--- src/rtl/uart_rx_frame_check_if.sv ---
// Bundles the RX-controller strobes/config and the frame-check status outputs.
// The master modport drives strobes; the slave modport is the checker.
interface uart_rx_frame_check_if #(
  parameter int WIDTH     = 8,
  parameter int CNT_WIDTH = 8,
  parameter int LEN_WIDTH = 4
);
  logic                 data_vld;
  logic [WIDTH-1:0]     p_data;
  logic [LEN_WIDTH-1:0] data_len;
  logic                 parity_en;
  logic [1:0]           parity_mode;
  logic                 stop_two;
  logic                 bit_strb;
  logic                 sampled_bit;
  logic                 frame_abort;
  logic                 err_clr;
  logic                 frame_done;
  logic                 parity_err;
  logic                 stop_err;
  logic [CNT_WIDTH-1:0] par_err_cnt;
  logic [CNT_WIDTH-1:0] stop_err_cnt;
  logic                 err_sticky;

  modport master (
    output data_vld, p_data, data_len, parity_en, parity_mode, stop_two,
           bit_strb, sampled_bit, frame_abort, err_clr,
    input  frame_done, parity_err, stop_err, par_err_cnt, stop_err_cnt, err_sticky
  );

  modport slave (
    input  data_vld, p_data, data_len, parity_en, parity_mode, stop_two,
           bit_strb, sampled_bit, frame_abort, err_clr,
    output frame_done, parity_err, stop_err, par_err_cnt, stop_err_cnt, err_sticky
  );
endinterface

--- src/rtl/uart_rx_frame_check.sv ---
// UART RX parity/stop-bit checker: frame-done pulse 1 cycle after the last strobe,
// saturating error counters and a sticky error summary.
module uart_rx_frame_check #(
  parameter int WIDTH     = 8,
  parameter int CNT_WIDTH = 8,
  parameter int LEN_WIDTH = 4
) (
  input  logic                    i_clk,
  input  logic                    i_rst_n,
  uart_rx_frame_check_if.slave    io_bus
);

  typedef enum logic [1:0] {S_IDLE, S_PAR, S_STOP1, S_STOP2} state_t;

  state_t               r_state, w_state_nxt;
  logic                 r_par_en;
  logic [1:0]           r_par_mode;
  logic                 r_stop_two;
  logic                 r_data_xor;
  logic                 r_par_flag, r_stop_flag;
  logic                 r_done, r_parity_err, r_stop_err, r_sticky;
  logic [CNT_WIDTH-1:0] r_par_cnt, r_stop_cnt;

  logic                 w_par_flag_nxt, w_stop_flag_nxt, w_finish;
  logic                 w_exp_par, w_data_xor;
  logic [LEN_WIDTH-1:0] w_eff_len;

  always_comb begin
    w_eff_len = io_bus.data_len;
    if (io_bus.data_len == '0 || io_bus.data_len > LEN_WIDTH'(WIDTH))
      w_eff_len = LEN_WIDTH'(WIDTH);
  end

  // Only the low eff_len bits contribute; upper bits of p_data are don't-care.
  always_comb begin
    w_data_xor = 1'b0;
    for (int i = 0; i < WIDTH; i++) begin
      if (LEN_WIDTH'(i) < w_eff_len)
        w_data_xor = w_data_xor ^ io_bus.p_data[i];
    end
  end

  always_comb begin
    case (r_par_mode)
      2'b00:   w_exp_par = r_data_xor;
      2'b01:   w_exp_par = ~r_data_xor;
      2'b10:   w_exp_par = 1'b1;
      default: w_exp_par = 1'b0;
    endcase
  end

  // Priority: a new character restarts, then abort, then bit strobes.
  always_comb begin
    w_state_nxt     = r_state;
    w_par_flag_nxt  = r_par_flag;
    w_stop_flag_nxt = r_stop_flag;
    w_finish        = 1'b0;
    if (io_bus.data_vld) begin
      w_par_flag_nxt  = 1'b0;
      w_stop_flag_nxt = 1'b0;
      w_state_nxt     = io_bus.parity_en ? S_PAR : S_STOP1;
    end else if (io_bus.frame_abort) begin
      w_state_nxt = S_IDLE;
    end else if (io_bus.bit_strb) begin
      case (r_state)
        S_PAR: begin
          if (r_par_en && (io_bus.sampled_bit != w_exp_par))
            w_par_flag_nxt = 1'b1;
          w_state_nxt = S_STOP1;
        end
        S_STOP1: begin
          if (!io_bus.sampled_bit)
            w_stop_flag_nxt = 1'b1;
          if (r_stop_two) begin
            w_state_nxt = S_STOP2;
          end else begin
            w_state_nxt = S_IDLE;
            w_finish    = 1'b1;
          end
        end
        S_STOP2: begin
          if (!io_bus.sampled_bit)
            w_stop_flag_nxt = 1'b1;
          w_state_nxt = S_IDLE;
          w_finish    = 1'b1;
        end
        default: ;
      endcase
    end
  end

  always_ff @(posedge i_clk or negedge i_rst_n) begin
    if (!i_rst_n) begin
      r_state     <= S_IDLE;
      r_par_flag  <= 1'b0;
      r_stop_flag <= 1'b0;
      r_par_en    <= 1'b0;
      r_par_mode  <= 2'b00;
      r_stop_two  <= 1'b0;
      r_data_xor  <= 1'b0;
    end else begin
      r_state     <= w_state_nxt;
      r_par_flag  <= w_par_flag_nxt;
      r_stop_flag <= w_stop_flag_nxt;
      if (io_bus.data_vld) begin
        r_par_en   <= io_bus.parity_en;
        r_par_mode <= io_bus.parity_mode;
        r_stop_two <= io_bus.stop_two;
        r_data_xor <= w_data_xor;
      end
    end
  end

  // Err_clr beats a same-cycle frame update for counters and sticky only.
  always_ff @(posedge i_clk or negedge i_rst_n) begin
    if (!i_rst_n) begin
      r_done       <= 1'b0;
      r_parity_err <= 1'b0;
      r_stop_err   <= 1'b0;
      r_par_cnt    <= '0;
      r_stop_cnt   <= '0;
      r_sticky     <= 1'b0;
    end else begin
      r_done <= w_finish;
      if (w_finish) begin
        r_parity_err <= w_par_flag_nxt;
        r_stop_err   <= w_stop_flag_nxt;
      end
      if (io_bus.err_clr) begin
        r_par_cnt  <= '0;
        r_stop_cnt <= '0;
        r_sticky   <= 1'b0;
      end else if (w_finish) begin
        if (w_par_flag_nxt && r_par_cnt != '1)
          r_par_cnt <= r_par_cnt + CNT_WIDTH'(1);
        if (w_stop_flag_nxt && r_stop_cnt != '1)
          r_stop_cnt <= r_stop_cnt + CNT_WIDTH'(1);
        if (w_par_flag_nxt || w_stop_flag_nxt)
          r_sticky <= 1'b1;
      end
    end
  end

  assign io_bus.frame_done   = r_done;
  assign io_bus.parity_err   = r_parity_err;
  assign io_bus.stop_err     = r_stop_err;
  assign io_bus.par_err_cnt  = r_par_cnt;
  assign io_bus.stop_err_cnt = r_stop_cnt;
  assign io_bus.err_sticky   = r_sticky;

endmodule

--- src/flat_wrapper.sv ---
// flat-port wrapper written by rule: the top's interface ports become plain ports
module uart_rx_frame_check_flat 
#(
  parameter int WIDTH     = 8,
  parameter int CNT_WIDTH = 8,
  parameter int LEN_WIDTH = 4
)
  (i_clk, i_rst_n, io_bus_data_vld, io_bus_p_data, io_bus_data_len, io_bus_parity_en, io_bus_parity_mode, io_bus_stop_two, io_bus_bit_strb, io_bus_sampled_bit, io_bus_frame_abort, io_bus_err_clr, io_bus_frame_done, io_bus_parity_err, io_bus_stop_err, io_bus_par_err_cnt, io_bus_stop_err_cnt, io_bus_err_sticky);
  uart_rx_frame_check_if #(.WIDTH(WIDTH), .CNT_WIDTH(CNT_WIDTH), .LEN_WIDTH(LEN_WIDTH)) io_bus_i ();
  input  logic i_clk;
  input  logic i_rst_n;
  input wire logic [$bits(io_bus_i.data_vld)-1:0] io_bus_data_vld;
  input wire logic [$bits(io_bus_i.p_data)-1:0] io_bus_p_data;
  input wire logic [$bits(io_bus_i.data_len)-1:0] io_bus_data_len;
  input wire logic [$bits(io_bus_i.parity_en)-1:0] io_bus_parity_en;
  input wire logic [$bits(io_bus_i.parity_mode)-1:0] io_bus_parity_mode;
  input wire logic [$bits(io_bus_i.stop_two)-1:0] io_bus_stop_two;
  input wire logic [$bits(io_bus_i.bit_strb)-1:0] io_bus_bit_strb;
  input wire logic [$bits(io_bus_i.sampled_bit)-1:0] io_bus_sampled_bit;
  input wire logic [$bits(io_bus_i.frame_abort)-1:0] io_bus_frame_abort;
  input wire logic [$bits(io_bus_i.err_clr)-1:0] io_bus_err_clr;
  output wire logic [$bits(io_bus_i.frame_done)-1:0] io_bus_frame_done;
  output wire logic [$bits(io_bus_i.parity_err)-1:0] io_bus_parity_err;
  output wire logic [$bits(io_bus_i.stop_err)-1:0] io_bus_stop_err;
  output wire logic [$bits(io_bus_i.par_err_cnt)-1:0] io_bus_par_err_cnt;
  output wire logic [$bits(io_bus_i.stop_err_cnt)-1:0] io_bus_stop_err_cnt;
  output wire logic [$bits(io_bus_i.err_sticky)-1:0] io_bus_err_sticky;
  assign io_bus_i.data_vld = io_bus_data_vld;
  assign io_bus_i.p_data = io_bus_p_data;
  assign io_bus_i.data_len = io_bus_data_len;
  assign io_bus_i.parity_en = io_bus_parity_en;
  assign io_bus_i.parity_mode = io_bus_parity_mode;
  assign io_bus_i.stop_two = io_bus_stop_two;
  assign io_bus_i.bit_strb = io_bus_bit_strb;
  assign io_bus_i.sampled_bit = io_bus_sampled_bit;
  assign io_bus_i.frame_abort = io_bus_frame_abort;
  assign io_bus_i.err_clr = io_bus_err_clr;
  assign io_bus_frame_done = io_bus_i.frame_done;
  assign io_bus_parity_err = io_bus_i.parity_err;
  assign io_bus_stop_err = io_bus_i.stop_err;
  assign io_bus_par_err_cnt = io_bus_i.par_err_cnt;
  assign io_bus_stop_err_cnt = io_bus_i.stop_err_cnt;
  assign io_bus_err_sticky = io_bus_i.err_sticky;
  uart_rx_frame_check #(.WIDTH(WIDTH), .CNT_WIDTH(CNT_WIDTH), .LEN_WIDTH(LEN_WIDTH)) u_core (.i_clk(i_clk), .i_rst_n(i_rst_n), .io_bus(io_bus_i));
endmodule
--- config.mk ---
export PLATFORM = sky130hd
export DESIGN_NAME = uart_rx_frame_check_flat
export DESIGN_NICKNAME = d
export VERILOG_FILES = /design/src/rtl/uart_rx_frame_check_if.sv /design/src/rtl/uart_rx_frame_check.sv /design/src/flat_wrapper.sv
export SDC_FILE = /design/constraint.sdc
export NUM_CORES = 1
export LEC_CHECK = 0
export BUFFER_PORTS_ARGS = -buffer_cell sky130_fd_sc_hd__buf_2
export CAP_MARGIN = 0
export CORE_ASPECT_RATIO = 0.5
export CORE_MARGIN = 2
export CORE_UTILIZATION = 40
export CTS_BUF_LIST = sky130_fd_sc_hd__clkbuf_8
export CTS_CLUSTER_SIZE = 8
export DETAILED_ROUTE_END_ITERATION = 16
export GPL_TIMING_DRIVEN = 0
export HOLD_SLACK_MARGIN = 0.08
export MAX_ROUTING_LAYER = met4
export SYNTH_ARGS = -nofsm -noshare
export SYNTH_HDL_FRONTEND = slang
export SYNTH_SLANG_ARGS = --single-unit
--- constraint.sdc ---
create_clock -name i_clk -period 4.7 [get_ports i_clk]
set_input_delay 0.235 -clock i_clk [delete_from_list [all_inputs] [get_ports i_clk]]
set_output_delay 0.235 -clock i_clk [all_outputs]
set_load 0.02 [all_outputs]
==> run_results.csv <==
group,metric,value,unit
global_route,grt_first_pass_wirelength,5930,um
synth,syn-instance-count,164,
clock_network,clock-root-buffer,"sky130_fd_sc_hd__clkbuf_8",
critical_path,path_class,"register to register",
synth,yosys.cell_types.count,42,
layout,final_layout_size_suffix_gt1_share,27.6,%
timing,fin_worst_hold_slack,0.188,ns
place,detailed_place_hpwl,2630,um
critical_path,critical-path-slowest-cell,"sky130_fd_sc_hd__dfrtp_1",
routing,detail_route.vias_per_cell,5.31,
synth,number_of_enable_type_register_cells_in_the_synthesized_netlist,0,
timing,hold_violations,0,
min_path,min-delay-path-class,"primary input to register",
clock_network,cts.htree.levels,2,
routing,final_antenna_net_count,0,
power_and_ir_drop,power_density,289,nW/um^2
place,io_buffers,41,
critical_path,timing.critical_path.fanout_max,10,
global_route,groute.usage.overall,17.1,%
global_route,grt_remaining_overflow,0,
synth,yosys_warnings,0,
critical_path,critical_path.endpoint_type,"register",
routing,drcViolationCount,0,
timing,tightestPinTransition,0.641,ns
outcome,status,"completed",
routing,routedWlPerCell,13.3,um
synth,synthesis.area_per_instance,9.86,um^2
layout,nets,241,
synth,synth-async-reset-ratio,100,%
min_path,hold_path_start,"io_bus_stop_two",
synth,synthesis_stage_register_bit_count,29,
routing,vias,1424,
timing,fin_setup_tns,0,ns
clock_network,cts_clk_pin_slew_worst_paths,0.06,ns
synth,yosysSeqAreaShare,44.9,%
global_route,number_of_global_route_vias_before_repair,1287,
synth,dominantRegCellSynth,"sky130_fd_sc_hd__dfrtp_1",
clock_network,cts_made_buffers,5,
min_path,min_delay_worst_endpoint,"u_core.r_stop_two$_DFFE_PN0P_",
timing,post-route-min-period,2.42,ns
timing,slew_viol_final,0,
synth,synthesis.nets,192,
critical_path,worst_r2r_startpoint,"u_core.r_state[0]$_DFFE_PN0P_",
critical_path,crit_path_start_kind,"register",
critical_path,timing.critical_path.cells,"inv_1 -> ha_1 -> and2b_1 -> o211ai_2 -> or3_1 -> clkbuf_1 -> buf_2 -> o41ai_1 -> a21oi_1",
critical_path,critPathArrivalTime,2.56,ns
critical_path,critical_path.reg2reg.endpoint,"u_core.io_bus.par_err_cnt[7]$_DFFE_PN0P_",
global_route,grt_max_degree,30,
power_and_ir_drop,irDropWorstVdd,0.143,mV
floorplan,core_area,3880,um^2
clock_network,cts_tree,"yes",
timing,setup_viol,0,
min_path,whs_path_depth,2,
clock_network,tritoncts_num_sinks,29,
global_route,antenna_found_initial,0,
clock_network,clock_latency_at_the_later_pin_of_the_worst_skew_pair,0.28,ns
critical_path,r2r_slack,2.28,ns
critical_path,r2r.worst_path.cells,9,
layout,insertedDiodeCount,0,
routing,dr.pass1.iters,4,
timing,skew,0.00497,ns
layout,area_growth_syn_to_layout,23.8,%
timing,fmaxAchievable,414,MHz
clock_network,clk_path_buf_depth,2,
job,maxCapViolations,0,
timing,min_period_over_period,51.4,%
clock_network,post_cts_resize_count,0,
critical_path,cp_slowest_stage_delay,0.41,ns
timing,slew-limit-headroom,57.3,%
floorplan,die-area,4600,um^2
floorplan,ioPinCount,43,
critical_path,cp_data_required_time,4.85,ns
synth,syn_area,1620,um^2
floorplan,die_h,49.0,um
floorplan,floorplan.die.width,93.9,um
power_and_ir_drop,power_leakage,0.980,nW
routing,wirelength,3560,um
floorplan,initial_utilization,41.6,%
timing,grt_setup_unrepaired,"false",
routing,initialDrtViolationCount,64,
place,gp_routability_congestion,0.793,
floorplan,row_count,16,
-- layout make-up --
type	instances	area, um^2
well taps	54	67.6
plain buffers	6	23.8
flip-flops and latches	29	726
clock buffers	7	96.3
fillers	414	1880
clock inverters	1	5.00
repair buffers	42	215
inverters	7	26.3
multi-input cells	122	841
-- where the power goes --
part	total, W	switching, W	internal (W)	leakage [nW]
clock	0.000227	0.0000952	0.000132	0.0542
combinational	0.0000820	0.0000432	0.0000388	0.536
sequential	0.000269	0.00000728	0.000262	0.389
-- kinds of logic (layout without fill, tap and decap cells) --
kind of cell / Yosys count / after routing / share of synthesized area (%)
simple gates: 59 / 59 / 20.0
compound gates: 38 / 38 / 15.5
flops: 29 / 29 / 44.9
xor+xnor: 13 / 13 / 7.89
buf+inv: 13 / 63 / 3.10
mux: 7 / 7 / 4.72
fa+ha+maj: 5 / 5 / 3.87
-- cells in the mapped netlist, types with 2 or more instances --
| library cell | instances | area (um^2) |
|---|---|---|
| sky130_fd_sc_hd__nand4_1 | 4 | 25.0 |
| sky130_fd_sc_hd__clkbuf_1 | 3 | 11.3 |
| sky130_fd_sc_hd__ha_1 | 5 | 62.6 |
| sky130_fd_sc_hd__mux2i_1 | 2 | 20.0 |
| sky130_fd_sc_hd__nand3_1 | 5 | 25.0 |
| sky130_fd_sc_hd__mux2_2 | 5 | 56.3 |
| sky130_fd_sc_hd__o31ai_1 | 5 | 37.5 |
| sky130_fd_sc_hd__or4_1 | 4 | 30.0 |
| sky130_fd_sc_hd__o41ai_1 | 2 | 17.5 |
| sky130_fd_sc_hd__and4b_1 | 2 | 20.0 |
| sky130_fd_sc_hd__buf_1 | 2 | 7.51 |
| sky130_fd_sc_hd__inv_1 | 7 | 26.3 |
| sky130_fd_sc_hd__and3_1 | 4 | 25.0 |
| sky130_fd_sc_hd__xor2_1 | 8 | 70.1 |
| sky130_fd_sc_hd__a21oi_1 | 14 | 70.1 |
| sky130_fd_sc_hd__nand2b_1 | 2 | 12.5 |
| sky130_fd_sc_hd__o21ai_0 | 8 | 40.0 |
| sky130_fd_sc_hd__nor3_1 | 6 | 30.0 |
| sky130_fd_sc_hd__xnor2_1 | 4 | 35.0 |
| sky130_fd_sc_hd__dfrtp_1 | 29 | 726 |
| sky130_fd_sc_hd__nand2_1 | 7 | 26.3 |
| sky130_fd_sc_hd__or3_1 | 3 | 18.8 |
| sky130_fd_sc_hd__nor2_1 | 14 | 52.6 |
-- layer usage --
layer | vias up | track usage, % | wire length [um]
met5 | - | - | 0
met4 | 0 | 2.90 | 25
met3 | 5 | 6.34 | 229
met2 | 33 | 25.8 | 1610
met1 | 689 | 22.6 | 1690
li1 | 697 | - | -
-- critical path: cells and delay by family (launching register included) --
kind,cells,cell delay (ns)
compound gates,3,0.62
fa+ha+maj,1,0.22
simple gates,2,0.56
flops,1,0.41
buf+inv,3,0.47
-- how the worst max path moves through the flow --
stage	startpoint	end	cells after the start
3_3_place_gp	u_core.r_state[0]$_DFFE_PN0P_	u_core.io_bus.par_err_cnt[7]$_DFFE_PN0P_	9
6_report	u_core.r_state[0]$_DFFE_PN0P_	u_core.io_bus.par_err_cnt[7]$_DFFE_PN0P_	9
4_1_cts	u_core.r_state[0]$_DFFE_PN0P_	u_core.io_bus.par_err_cnt[7]$_DFFE_PN0P_	9
5_1_grt	u_core.r_state[0]$_DFFE_PN0P_	u_core.io_bus.par_err_cnt[7]$_DFFE_PN0P_	9
2_1_floorplan	u_core.r_state[0]$_DFFE_PN0P_	u_core.io_bus.par_err_cnt[7]$_DFFE_PN0P_	9
3_5_place_dp	u_core.r_state[0]$_DFFE_PN0P_	u_core.io_bus.par_err_cnt[7]$_DFFE_PN0P_	9
-- per-stage QoR --
stage	cell area [um^2]	instances	worst slack (ns)	util, %	total power, W
finish	2000	268	2.28	51.5	0.000579
floorplan	1620	164	2.58	-	0.000325
CTS	2000	268	2.26	51.5	0.000587
global placement	1890	259	2.33	48.6	0.000354
detailed placement	1890	259	2.28	48.6	0.000357
global route	2000	268	2.07	51.5	0.000611
-- flip-flops by register name, indices dropped and copies added (netlist names) --
name                        flops
u_core.io_bus.frame_done        1
u_core.r_state                  2
u_core.r_data_xor               1
u_core.r_par_mode               2
u_core.r_par_flag               1
u_core.r_stop_two               1
u_core.r_par_en                 1
u_core.io_bus.err_sticky        1
u_core.r_stop_flag              1
u_core.io_bus.stop_err          1
u_core.io_bus.par_err_cnt       8
u_core.io_bus.stop_err_cnt      8
u_core.io_bus.parity_err        1
-- timing repair --
item                      4_1_cts  5_1_grt
hold buffers                    1        0
buffers inserted                0        0
hold endpoints to repair       29        0
-- placed cells by master (no fill, tap or decap), types with 5 or more instances in the layout --
master                      n
sky130_fd_sc_hd__o21ai_0    8
sky130_fd_sc_hd__nand2_1    7
sky130_fd_sc_hd__mux2_2     5
sky130_fd_sc_hd__nor3_1     6
sky130_fd_sc_hd__xor2_1     8
sky130_fd_sc_hd__nor2_1    14
sky130_fd_sc_hd__clkbuf_8   7
sky130_fd_sc_hd__o31ai_1    5
sky130_fd_sc_hd__a21oi_1   14
sky130_fd_sc_hd__nand3_1    5
sky130_fd_sc_hd__ha_1       5
sky130_fd_sc_hd__buf_2     42
sky130_fd_sc_hd__inv_1      7
sky130_fd_sc_hd__dfrtp_1   29
Power figures use the tool's default switching activity.
